File: src/rtl/double_trouble_sweeper.sv
// Self-test sweeper for a 4-input "at least two high" gate: walks all 16 codes and checks out.
// Latency: each code held HOLD_CYCLES cycles, sampled on the last; done follows 16*HOLD_CYCLES cycles after start.
// Backpressure: none; start is accepted only in IDLE/DONE and ignored while a sweep runs.
module double_trouble_sweeper #(
  parameter int unsigned HOLD_CYCLES = 2
) (
  input  logic       clk,
  input  logic       rst,
  input  logic       start,
  input  logic       out,
  output logic       in0,
  output logic       in1,
  output logic       in2,
  output logic       in3,
  output logic       busy,
  output logic       done,
  output logic       pass,
  output logic [4:0] err_count,
  output logic       fail_valid,
  output logic [3:0] fail_code
);

  typedef enum logic [1:0] {
    IDLE = 2'd0,
    RUN  = 2'd1,
    DONE = 2'd2
  } state_t;

  localparam logic [7:0] HOLD_LAST = 8'(HOLD_CYCLES - 1);

  state_t     state_q, state_d;
  logic [3:0] code_q, code_d;
  logic [7:0] hold_q, hold_d;
  logic [3:0] drv_q, drv_d;
  logic [4:0] err_q, err_d;
  logic       fail_vld_q, fail_vld_d;
  logic [3:0] fail_code_q, fail_code_d;

  logic [2:0] pop;
  logic       expected;

  // Reference value for the current code: true when two or more bits are set.
  always_comb begin
    pop      = {2'b00, code_q[0]} + {2'b00, code_q[1]} + {2'b00, code_q[2]} + {2'b00, code_q[3]};
    expected = (pop >= 3'd2);
  end

  // Next-state logic: sweep sequencing, sampling at the end of each hold window, result capture.
  always_comb begin
    state_d     = state_q;
    code_d      = code_q;
    hold_d      = hold_q;
    drv_d       = drv_q;
    err_d       = err_q;
    fail_vld_d  = fail_vld_q;
    fail_code_d = fail_code_q;
    case (state_q)
      IDLE, DONE: begin
        if (start) begin
          state_d     = RUN;
          code_d      = 4'd0;
          hold_d      = 8'd0;
          drv_d       = 4'd0;
          err_d       = 5'd0;
          fail_vld_d  = 1'b0;
          fail_code_d = 4'd0;
        end
      end
      RUN: begin
        if (hold_q == HOLD_LAST) begin
          if (out != expected) begin
            err_d = err_q + 5'd1;
            // Only the first failing code is kept; later ones just count.
            if (!fail_vld_q) begin
              fail_vld_d  = 1'b1;
              fail_code_d = code_q;
            end
          end
          if (code_q == 4'd15) begin
            // Finish instead of wrapping; the gate inputs are parked at zero.
            state_d = DONE;
            code_d  = 4'd0;
            hold_d  = 8'd0;
            drv_d   = 4'd0;
          end else begin
            code_d = code_q + 4'd1;
            hold_d = 8'd0;
            drv_d  = code_q + 4'd1;
          end
        end else begin
          hold_d = hold_q + 8'd1;
        end
      end
      default: state_d = IDLE;
    endcase
  end

  // State register with synchronous reset; rst overrides everything, including a running sweep.
  always_ff @(posedge clk) begin
    if (rst) begin
      state_q     <= IDLE;
      code_q      <= 4'd0;
      hold_q      <= 8'd0;
      drv_q       <= 4'd0;
      err_q       <= 5'd0;
      fail_vld_q  <= 1'b0;
      fail_code_q <= 4'd0;
    end else begin
      state_q     <= state_d;
      code_q      <= code_d;
      hold_q      <= hold_d;
      drv_q       <= drv_d;
      err_q       <= err_d;
      fail_vld_q  <= fail_vld_d;
      fail_code_q <= fail_code_d;
    end
  end

  // Gate inputs come straight from a register so they change cleanly once per code.
  assign {in3, in2, in1, in0} = drv_q;
  assign busy       = (state_q == RUN);
  assign done       = (state_q == DONE);
  assign pass       = (state_q == DONE) && (err_q == 5'd0);
  assign err_count  = err_q;
  assign fail_valid = fail_vld_q;
  assign fail_code  = fail_code_q;

endmodule

File: config.mk
export PLATFORM = sky130hd
export DESIGN_NAME = double_trouble_sweeper
export DESIGN_NICKNAME = d
export VERILOG_FILES = /design/src/rtl/double_trouble_sweeper.sv
export SDC_FILE = /design/constraint.sdc
export NUM_CORES = 1
export LEC_CHECK = 0
export ABC_CLOCK_PERIOD_IN_PS = 5100
export BUFFER_PORTS_ARGS = -buffer_cell sky130_fd_sc_hd__buf_2
export CAP_MARGIN = 20
export CORE_AREA = 5 5 55 57
export CTS_CLUSTER_SIZE = 30
export DETAILED_ROUTE_END_ITERATION = 10
export DIE_AREA = 0 0 60 62
export PLACE_DENSITY_LB_ADDON = 0.08
export SYNTH_ARGS = -nofsm -noshare
export SYNTH_HDL_FRONTEND = slang
export SYNTH_SLANG_ARGS = --single-unit
File: constraint.sdc
create_clock -name clk -period 5.1 [get_ports clk]
set_input_delay 0.51 -clock clk [delete_from_list [all_inputs] [get_ports clk]]
set_output_delay 0.51 -clock clk [all_outputs]
set_load 0.03 [all_outputs]
==> results of run 1 <==
-- metrics by stage --
stage	hold slack, ps	area (µm²)	total power [mW]	worst slack [ps]	instances
after floorplan	502	1300	0.257	2900	150
after global placement	461	1420	0.273	3030	195
after detailed placement	472	1420	0.274	2950	195
after CTS	492	1440	0.356	2910	198
after global routing	518	1440	0.374	2680	198
final	488	1440	0.354	2900	198
-- cell families after synthesis --
kind of cell               Yosys count  synth area share, %
AOI/OAI and AO/OA                   22                 10.9
xor gates and xnor gates             7                 4.70
adders and majority gates            6                 6.33
buffers and inverters               10                 3.45
DFF                                 24                 36.9
muxes                                8                 6.24
and+or+nand+nor                     73                 31.5
-- cells in the final DEF, fill, tap and decap left out, types with 2 or more instances in the layout --
master	count
sky130_fd_sc_hd__buf_2	20
sky130_fd_sc_hd__nand2_1	12
sky130_fd_sc_hd__o2111ai_1	2
sky130_fd_sc_hd__nor2_1	14
sky130_fd_sc_hd__ha_1	5
sky130_fd_sc_hd__o21ai_0	3
sky130_fd_sc_hd__inv_1	4
sky130_fd_sc_hd__nor3_1	3
sky130_fd_sc_hd__or3_1	5
sky130_fd_sc_hd__xor2_1	4
sky130_fd_sc_hd__nor2b_1	2
sky130_fd_sc_hd__a31oi_1	5
sky130_fd_sc_hd__or2_2	2
sky130_fd_sc_hd__nand4_1	2
sky130_fd_sc_hd__a21oi_1	6
sky130_fd_sc_hd__nor3b_1	2
sky130_fd_sc_hd__dfxtp_1	24
sky130_fd_sc_hd__nor4_1	3
sky130_fd_sc_hd__mux2i_1	7
sky130_fd_sc_hd__nand3_1	8
sky130_fd_sc_hd__or4_1	2
sky130_fd_sc_hd__nand3b_1	4
sky130_fd_sc_hd__xnor2_1	3
sky130_fd_sc_hd__clkbuf_4	3
sky130_fd_sc_hd__nand2b_1	7
-- path summary, 6_finish.rpt --
kind                        startpoint                         to  slack [ps]  cells past startpoint
min reg2reg  err_count[4]$_SDFFE_PP0P_  err_count[4]$_SDFFE_PP0P_         490                      2
max             hold_q[0]$_SDFFE_PP0P_  fail_code[0]$_SDFFE_PP0P_        2900                      5
max reg2reg     hold_q[0]$_SDFFE_PP0P_  fail_code[0]$_SDFFE_PP0P_        2900                      5
min          err_count[4]$_SDFFE_PP0P_  err_count[4]$_SDFFE_PP0P_         490                      2
-- where the power goes --
part / internal (mW) / switching, mW / total [mW]
logic: 0.0234 / 0.0483 / 0.0718
clock network: 0.0277 / 0.0556 / 0.0832
registers: 0.193 / 0.00636 / 0.199
-- worst max-delay path, stage by stage, from the launching register on --
cell	delay [ps]
sky130_fd_sc_hd__dfxtp_1	420
sky130_fd_sc_hd__ha_1	180
sky130_fd_sc_hd__nor3b_1	470
sky130_fd_sc_hd__nand3_1	260
sky130_fd_sc_hd__nor3_2	420
sky130_fd_sc_hd__mux2_1	360
-- sequential cells by signal, indices dropped and copies added (netlist names) --
register,flops
err_count,5
hold_q,8
fail_code,4
drv_q,4
fail_valid,1
state_q,2
-- final cells by class --
cell class	count	area, µm²
fill	228	995
multi-input combinational	116	778
sequential	24	480
timing repair buffer	20	100
tap	30	37.5
clock buffer	3	22.5
inverter	5	18.8
-- layer usage --
layer / vias up / wire length (µm)
met4: 0 / 41
met2: 28 / 1370
met5: - / 0
li1: 580 / -
met1: 547 / 1350
met3: 5 / 147
==> run_results.csv, run 1 <==
group,metric,value,unit
layout,diodes,0,
die,dieHeight,62,µm
yosys,synth_flop_cell,"sky130_fd_sc_hd__dfxtp_1",
route,detail_route.wl_per_cell,14.7,µm
timing,finalSetupTns,0,ps
route,detail_route.vias_per_cell,5.86,
placement,detailedPlacementHpwl,2170,µm
layout,postLayoutCoreUtil,59.1,%
cts,postCtsSetupBuffers,0,
worst_setup_path,cp_data_required_time,5320,ps
yosys,netlist_top_cells_count,"24 x sky130_fd_sc_hd__dfxtp_1, 14 x sky130_fd_sc_hd__nor2_1, 12 x sky130_fd_sc_hd__nand2_1",
worst_setup_path,worst_setup_path_category,"register to register",
yosys,synth-seq-cells,24,
die,start_util,53.6,%
timing,finClkSkew,1.12,ps
cts,clock-root-buffer,"sky130_fd_sc_hd__clkbuf_4",
route,drt-total-wl,2910,µm
cts,h_tree_depth_reported_by_cts,1,
worst_setup_path,critPathLaunchType,"register",
yosys,synth_top_area_share,36.9,%
grt,grt-ovfl-total,0,
hold_path,holdCritPathClass,"register to register",
cts,post_cts.resized_instances,0,
run,cap_violations,0,
cts,clock_sink_count,24,
grt,grt-busiest-layer,"met2",
die,die-width,60,µm
die,overall_die_area,3720,µm²
timing,final_min_period_over_clock_period,43.1,%
yosys,synthMostInstantiatedCell,"sky130_fd_sc_hd__dfxtp_1",
timing,worstMarginPinSlew,698,ps
layout,areaGrowthSynthToFinish,10.3,%
cts,cts.reportedPaths.clkPinSlew,130,ps
grt,number_of_global_route_vias_before_repair,1098,
cts,tritoncts_clock_tree,"built",
placement,gpl.final_weighted_congestion,0.878,
worst_setup_path,cp_data_arrival_time,2410,ps
power,power_density,246,nW/µm²
yosys,synth_area_per_cell,8.69,µm²
yosys,synth_top_cells_by_area,"sky130_fd_sc_hd__dfxtp_1 37%, sky130_fd_sc_hd__mux2i_1 5.4%, sky130_fd_sc_hd__ha_1 4.8%, sky130_fd_sc_hd__nor2_1 4.0%, sky130_fd_sc_hd__nand2_1 3.5%",
die,placementRows,18,
layout,final_layout_size_suffix_gt1_share,17.9,%
layout,layout.nets,180,
die,ioPinCount,21,
timing,setup_violations,0,
grt,grt_antenna_before_repair,0,
timing,worst_slew_margin_rel,53.4,%
yosys,ys_types,41,
grt,grt.met2_usage,29.0,%
timing,final_max_slew_viol_count,0,
grt,pin_count_of_the_biggest_net_entering_global_routing,28,
grt,grt_usage,17.8,%
yosys,yosysWarnings,0,
cts,ctsLongestPathBuffers,2,
yosys,netlist_area,1300,µm²
route,ant_nets,0,
cts,holdBufCountCts,0,
placement,place.port_buffers,20,
grt,grt_first_pass_wirelength,5060,µm
timing,period_needed,2200,ps
grt,groute.layer.met1.usage,23.1,%
route,drc,0,
yosys,yosysTopAreaCell,"sky130_fd_sc_hd__dfxtp_1",
route,drt-initial-drc-count,53,
worst_setup_path,setup.worst_path.end_class,"register",
yosys,synth-edff-count,0,
grt,m3_gr_usage,2.69,%
timing,finalHoldViolations,0,
die,core-area,2430,µm²
cts,clock_latency,310,ps
yosys,synth.yosys.seq_area_share,36.9,%
yosys,synth_nets,160,
run_status,outcome,"completed",
yosys,synth_async_sr_flop_share,0,%
power,power.leakage,0.578,nW
route,route.vias.total,1160,
worst_setup_path,crit_fanout,5,
yosys,synthCells,150,
route,first_pass_iteration_count_of_the_detailed_router,4,
cts,cts-buffers-inserted,3,
timing,rsz0062_at_grt,"no",
power,ir_worst_vdd,0.160,mV
timing,maxClockFrequency,0.455,GHz
Note: power is estimated with default switching activity, not from simulation.
==> run 2, diff against run 1 <==
--- a/config.mk
+++ b/config.mk
@@ -5,13 +5,13 @@
 export SDC_FILE = /design/constraint.sdc
 export NUM_CORES = 1
 export LEC_CHECK = 0
-export ABC_CLOCK_PERIOD_IN_PS = 5100
+export ABC_CLOCK_PERIOD_IN_PS = 1900
 export BUFFER_PORTS_ARGS = -buffer_cell sky130_fd_sc_hd__buf_2
 export CAP_MARGIN = 20
-export CORE_AREA = 5 5 55 57
+export CORE_AREA = 5 5 58 60
 export CTS_CLUSTER_SIZE = 30
 export DETAILED_ROUTE_END_ITERATION = 10
-export DIE_AREA = 0 0 60 62
+export DIE_AREA = 0 0 63 65
 export PLACE_DENSITY_LB_ADDON = 0.08
 export SYNTH_ARGS = -nofsm -noshare
 export SYNTH_HDL_FRONTEND = slang
==> constraint.sdc (replaced) <==
create_clock -name clk -period 1.9 [get_ports clk]
set_input_delay 0.19 -clock clk [delete_from_list [all_inputs] [get_ports clk]]
set_output_delay 0.19 -clock clk [all_outputs]
set_load 0.03 [all_outputs]
==> run 2 against run 1 <==
Effect of this change:
- die area up 10%
- global-route usage down 1.1 points
- highest routed layer unchanged
- count of clock-buffer cells in the layout grew 1
- final cell count grew 13%
- critical endpoint is now err_count[0]$_SDFFE_PP0P_
- maximum frequency increased by 16%
- first-iteration DRC count shrank 7.5%
- sequential power rose to 2.7 times the previous value
- sequential share of layout area shrank 4.0 points
- register-to-register slack worse by 2900 ps
==> run_results.csv, run 2 (synthesis results as in run 1) <==
group,metric,value,unit
route,detail_route.vias_per_cell,5.50,
die,ioPinCount,21,
die,placementRows,20,
cts,clock-root-buffer,"sky130_fd_sc_hd__clkbuf_4",
route,drc,0,
die,overall_die_area,4100,µm²
grt,pin_count_of_the_biggest_net_entering_global_routing,28,
timing,finalSetupTns,0,ps
placement,detailedPlacementHpwl,2390,µm
layout,final_common_cell,"sky130_fd_sc_hd__buf_4",
cts,h_tree_depth_reported_by_cts,1,
grt,grt-ovfl-total,0,
worst_setup_path,worst_setup_path_category,"register to register",
grt,grt_antenna_before_repair,0,
cts,cts.reportedPaths.clkPinSlew,130,ps
layout,largest-register,"hold_q",
layout,largest_register_ffs,8,
layout,layout.nets,202,
worst_setup_path,crit_fanout,3,
grt,number_of_global_route_vias_before_repair,1215,
placement,gpl.final_weighted_congestion,0.843,
cts,cts-buffers-inserted,3,
timing,finalHoldViolations,0,
timing,period_needed,1900,ps
grt,m3_gr_usage,2.77,%
power,ir_worst_vdd,0.323,mV
worst_setup_path,critPathLaunchType,"register",
cts,ctsLongestPathBuffers,2,
cts,holdBufCountCts,0,
run,cap_violations,0,
worst_setup_path,setup.worst_path.end_class,"register",
worst_setup_path,cp_data_required_time,2170,ps
placement,detailedPlace.worstSlack,-80.9,ps
die,dieHeight,65,µm
cts,tritoncts_clock_tree,"built",
die,start_util,45.3,%
layout,final_layout_size_suffix_gt1_share,35.6,%
timing,maxClockFrequency,0.527,GHz
hold_path,holdCritPathClass,"input port to register",
power,power.leakage,0.715,nW
cts,clock_sink_count,24,
route,route.vias.total,1231,
worst_setup_path,cp_data_arrival_time,2160,ps
grt,grt-busiest-layer,"met2",
timing,final_max_slew_viol_count,0,
timing,setup_violations,0,
timing,worst_slew_margin_rel,72.0,%
timing,final_min_period_over_clock_period,99.8,%
grt,grt_first_pass_wirelength,5590,µm
grt,grt_usage,16.7,%
layout,postLayoutCoreUtil,59.0,%
timing,final.hold.worst_slack,178,ps
placement,place.port_buffers,20,
route,drt-total-wl,3200,µm
timing,rsz0062_at_grt,"yes",
route,detail_route.wl_per_cell,14.3,µm
power,report.power.total,1.05,mW
die,die-width,63,µm
grt,grt.met2_usage,27.9,%
layout,final_cell_mix,"22 x sky130_fd_sc_hd__buf_4, 20 x sky130_fd_sc_hd__buf_2, 17 x sky130_fd_sc_hd__dfxtp_1",
run_status,outcome,"completed",
route,ant_nets,0,
timing,postLayoutSetupSlackWorst,3.09,ps
layout,diodes,0,
layout,areaGrowthSynthToFinish,30.3,%
timing,finClkSkew,2.48,ps
power,power_density,618,nW/µm²
cts,clock_latency,310,ps
route,first_pass_iteration_count_of_the_detailed_router,4,
die,core-area,2880,µm²
grt,groute.layer.met1.usage,21.7,%
route,drt-initial-drc-count,49,
timing,worstMarginPinSlew,420,ps
-- run 2: worst max-delay path, cell delays in order (launching register included) --
cell                      delay, ps
sky130_fd_sc_hd__dfxtp_2        350
sky130_fd_sc_hd__or4_4          540
sky130_fd_sc_hd__or3_4          380
sky130_fd_sc_hd__or4_1          500
sky130_fd_sc_hd__nand3_1         90
-- run 2: repair_timing --
action | CTS | global route
buffers inserted | 0 | 2
pin swaps | 3 | 4
gates resized for setup | 5 | 9
setup endpoints to repair | 3 | 8
gates cloned | 0 | 0
-- run 2: metrics by stage --
stage / instance area, µm² / std cells
2_1_floorplan: 1330 / 150
3_3_place_gp: 1600 / 218
3_5_place_dp: 1600 / 218
4_1_cts: 1650 / 222
5_1_grt: 1700 / 224
6_report: 1700 / 224
-- run 2: cell type report --
cell class / instances / area [µm²]
multi-input cells: 116 / 838
well taps: 33 / 41.3
repair buffers: 42 / 265
flip-flops and latches: 24 / 499
fillers: 284 / 1180
clock buffers: 4 / 36.3
inverters: 5 / 18.8
-- run 2: power by group --
part | switching, mW | internal [mW]
Clock | 0.157 | 0.117
Combinational | 0.146 | 0.100
Sequential | 0.0148 | 0.514
-- run 2: worst paths after layout --
path / start / to / slack (ps) / cells after the start
setup / recovery: hold_q[6]$_SDFFE_PP0P_ / err_count[0]$_SDFFE_PP0P_ / 3 / 4
setup reg to reg: hold_q[6]$_SDFFE_PP0P_ / err_count[0]$_SDFFE_PP0P_ / 3 / 4
hold / removal: start / state_q[1]$_SDFFE_PP0P_ / 180 / 3
hold reg to reg: err_count[4]$_SDFFE_PP0P_ / err_count[4]$_SDFFE_PP0P_ / 490 / 2
-- run 2: metal layers --
| layer | wire length [µm] | vias up |
|---|---|---|
| met4 | 31 | 0 |
| met5 | 0 | - |
| met1 | 1530 | 583 |
| met2 | 1540 | 18 |
| li1 | - | 626 |
| met3 | 107 | 4 |
==> run 3, diff against run 2 <==
--- a/config.mk
+++ b/config.mk
@@ -5,13 +5,13 @@
 export SDC_FILE = /design/constraint.sdc
 export NUM_CORES = 1
 export LEC_CHECK = 0
-export ABC_CLOCK_PERIOD_IN_PS = 1900
+export ABC_CLOCK_PERIOD_IN_PS = 2200
 export BUFFER_PORTS_ARGS = -buffer_cell sky130_fd_sc_hd__buf_2
 export CAP_MARGIN = 20
-export CORE_AREA = 5 5 58 60
+export CORE_AREA = 5 5 55 57
 export CTS_CLUSTER_SIZE = 30
 export DETAILED_ROUTE_END_ITERATION = 10
-export DIE_AREA = 0 0 63 65
+export DIE_AREA = 0 0 60 62
 export PLACE_DENSITY_LB_ADDON = 0.08
 export SYNTH_ARGS = -nofsm -noshare
 export SYNTH_HDL_FRONTEND = slang
==> constraint.sdc (replaced) <==
create_clock -name clk -period 2.2 [get_ports clk]
set_input_delay 0.22 -clock clk [delete_from_list [all_inputs] [get_ports clk]]
set_output_delay 0.22 -clock clk [all_outputs]
set_load 0.03 [all_outputs]
==> run 3 against run 2 <==
Effect of this change:
- worst hold slack gained 36 ps
- clock skew about the same
- maximum frequency down 6.0%
- non-clock buffer count decreased by 17
- sequential cell count unchanged
- count of clock-buffer cells in the layout unchanged
- core utilization grew 3.0 points
- sequential power decreased by 13%
- combinational power fell by 27%
- critical path type unchanged
- power fell by 17%
==> run_results.csv, run 3 (synthesis results as in run 1) <==
group,metric,value,unit
route,detail_route.wl_per_cell,14.1,µm
cts,cts-buffers-inserted,3,
placement,place.detailed.instances,200,
route,route.vias.total,1153,
layout,final_cell_mix,"22 x sky130_fd_sc_hd__dfxtp_1, 20 x sky130_fd_sc_hd__buf_2, 14 x sky130_fd_sc_hd__nor2_1",
timing,final.hold.worst_slack,214,ps
timing,worstMarginPinSlew,450,ps
layout,largest-register,"hold_q",
worst_setup_path,critPathLaunchType,"register",
cts,clock-root-buffer,"sky130_fd_sc_hd__clkbuf_4",
run,cap_violations,0,
placement,detailedPlace.worstSlack,97.0,ps
route,drt-initial-drc-count,43,
layout,final_cells,204,
grt,grt_first_pass_wirelength,4770,µm
die,dieHeight,62,µm
placement,gpl.final_weighted_congestion,0.857,
grt,number_of_global_route_vias_before_repair,1069,
worst_setup_path,worst_setup_path_category,"register to register",
route,met2RoutedLength,1280,µm
timing,postLayoutSetupSlackWorst,182,ps
die,core-area,2430,µm²
timing,finClkSkew,2.66,ps
worst_setup_path,cp_data_arrival_time,2290,ps
power,ir_worst_vdd,0.498,mV
worst_setup_path,cp_data_required_time,2470,ps
cts,h_tree_depth_reported_by_cts,1,
hold_path,holdCritPathClass,"input port to register",
timing,setup_violations,0,
timing,final_max_slew_viol_count,0,
worst_setup_path,r2r.worst_path.cells,5,
timing,maxClockFrequency,0.495,GHz
layout,areaGrowthSynthToFinish,15.7,%
cts,clock_latency,310,ps
timing,finalSetupTns,0,ps
route,routed-wl-met3,138,µm
cts,tritoncts_clock_tree,"built",
layout,largest_register_ffs,8,
route,drt-total-wl,2870,µm
layout,final_layout_size_suffix_gt1_share,23.0,%
layout,postLayoutCoreUtil,62.0,%
timing,final_min_period_over_clock_period,91.7,%
layout,layout.nets,185,
cts,clock_sink_count,24,
cts,ctsLongestPathBuffers,2,
placement,detailedPlacementHpwl,2140,µm
timing,finalHoldViolations,0,
hold_path,hold-path-cell-count,3,
route,first_pass_iteration_count_of_the_detailed_router,4,
route,ant_nets,0,
die,overall_die_area,3720,µm²
power,power_density,581,nW/µm²
layout,final_common_cell,"sky130_fd_sc_hd__dfxtp_1",
route,topRoutingLayerUsed,"met4",
layout,diodes,0,
worst_setup_path,setup.worst_path.end_class,"register",
route,drc,0,
placement,place.port_buffers,20,
grt,grt_antenna_before_repair,0,
run_status,outcome,"completed",
grt,grt_usage,16.9,%
die,die-width,60,µm
cts,cts.reportedPaths.clkPinSlew,130,ps
timing,period_needed,2020,ps
grt,grt-ovfl-total,0,
power,power.leakage,0.612,nW
die,start_util,53.6,%
die,ioPinCount,21,
grt,pin_count_of_the_biggest_net_entering_global_routing,28,
cts,postCtsSetupBuffers,0,
route,detail_route.vias_per_cell,5.65,
timing,worst_slew_margin_rel,69.8,%
die,placementRows,18,
worst_setup_path,crit_fanout,4,
timing,rsz0062_at_grt,"no",
route,drt-met1-wl,1400,µm
## run 3: power by group
group / internal, mW / switching (mW) / leakage, nW
registers: 0.447 / 0.0152 / 0.195
clock network: 0.101 / 0.133 / 0.0210
logic: 0.0658 / 0.115 / 0.396
total: 0.614 / 0.263 / 0.612
## run 3: worst paths after layout
check / end / startpoint / slack, ps
setup reg to reg: err_count[0]$_SDFFE_PP0P_ / hold_q[0]$_SDFFE_PP0P_ / 180
setup / recovery: err_count[0]$_SDFFE_PP0P_ / hold_q[0]$_SDFFE_PP0P_ / 180
hold reg to reg: err_count[4]$_SDFFE_PP0P_ / err_count[4]$_SDFFE_PP0P_ / 500
hold / removal: state_q[1]$_SDFFE_PP0P_ / start / 210
## run 3: what timing repair did
| item | in CTS | in global routing |
|---|---|---|
| hold endpoints to repair | 0 | 0 |
| gates resized for setup | 0 | 3 |
| hold buffers | 0 | 0 |
| endpoints found under the setup margin | 0 | 1 |
## run 3: cell type report
class	instances	area, µm²
clock buffers	4	36.3
fillers	238	923
inverters	5	18.8
multi-input cells	116	796
flip-flops and latches	24	483
well taps	30	37.5
repair buffers	25	138
## run 3: metal layers
| layer | GRT usage (%) | vias to the layer above |
|---|---|---|
| met4 | 8.23 | 0 |
| met3 | 2.89 | 5 |
| met2 | 26.9 | 24 |
| met5 | 0 | - |
| li1 | - | 587 |
| met1 | 22.3 | 537 |
## run 3: metrics by stage
stage / area, µm² / power (mW)
after floorplan: 1310 / 0.596
after global placement: 1460 / 0.647
after detailed placement: 1460 / 0.648
after CTS: 1490 / 0.881
after global routing: 1510 / 0.927
final: 1510 / 0.876
## run 3: worst max-delay path: stages (launching register included)
cell                      delay, ps
sky130_fd_sc_hd__dfxtp_1        420
sky130_fd_sc_hd__ha_1           180
sky130_fd_sc_hd__or3b_2         500
sky130_fd_sc_hd__or3_1          340
sky130_fd_sc_hd__or4_1          470
sky130_fd_sc_hd__nand3_1         70
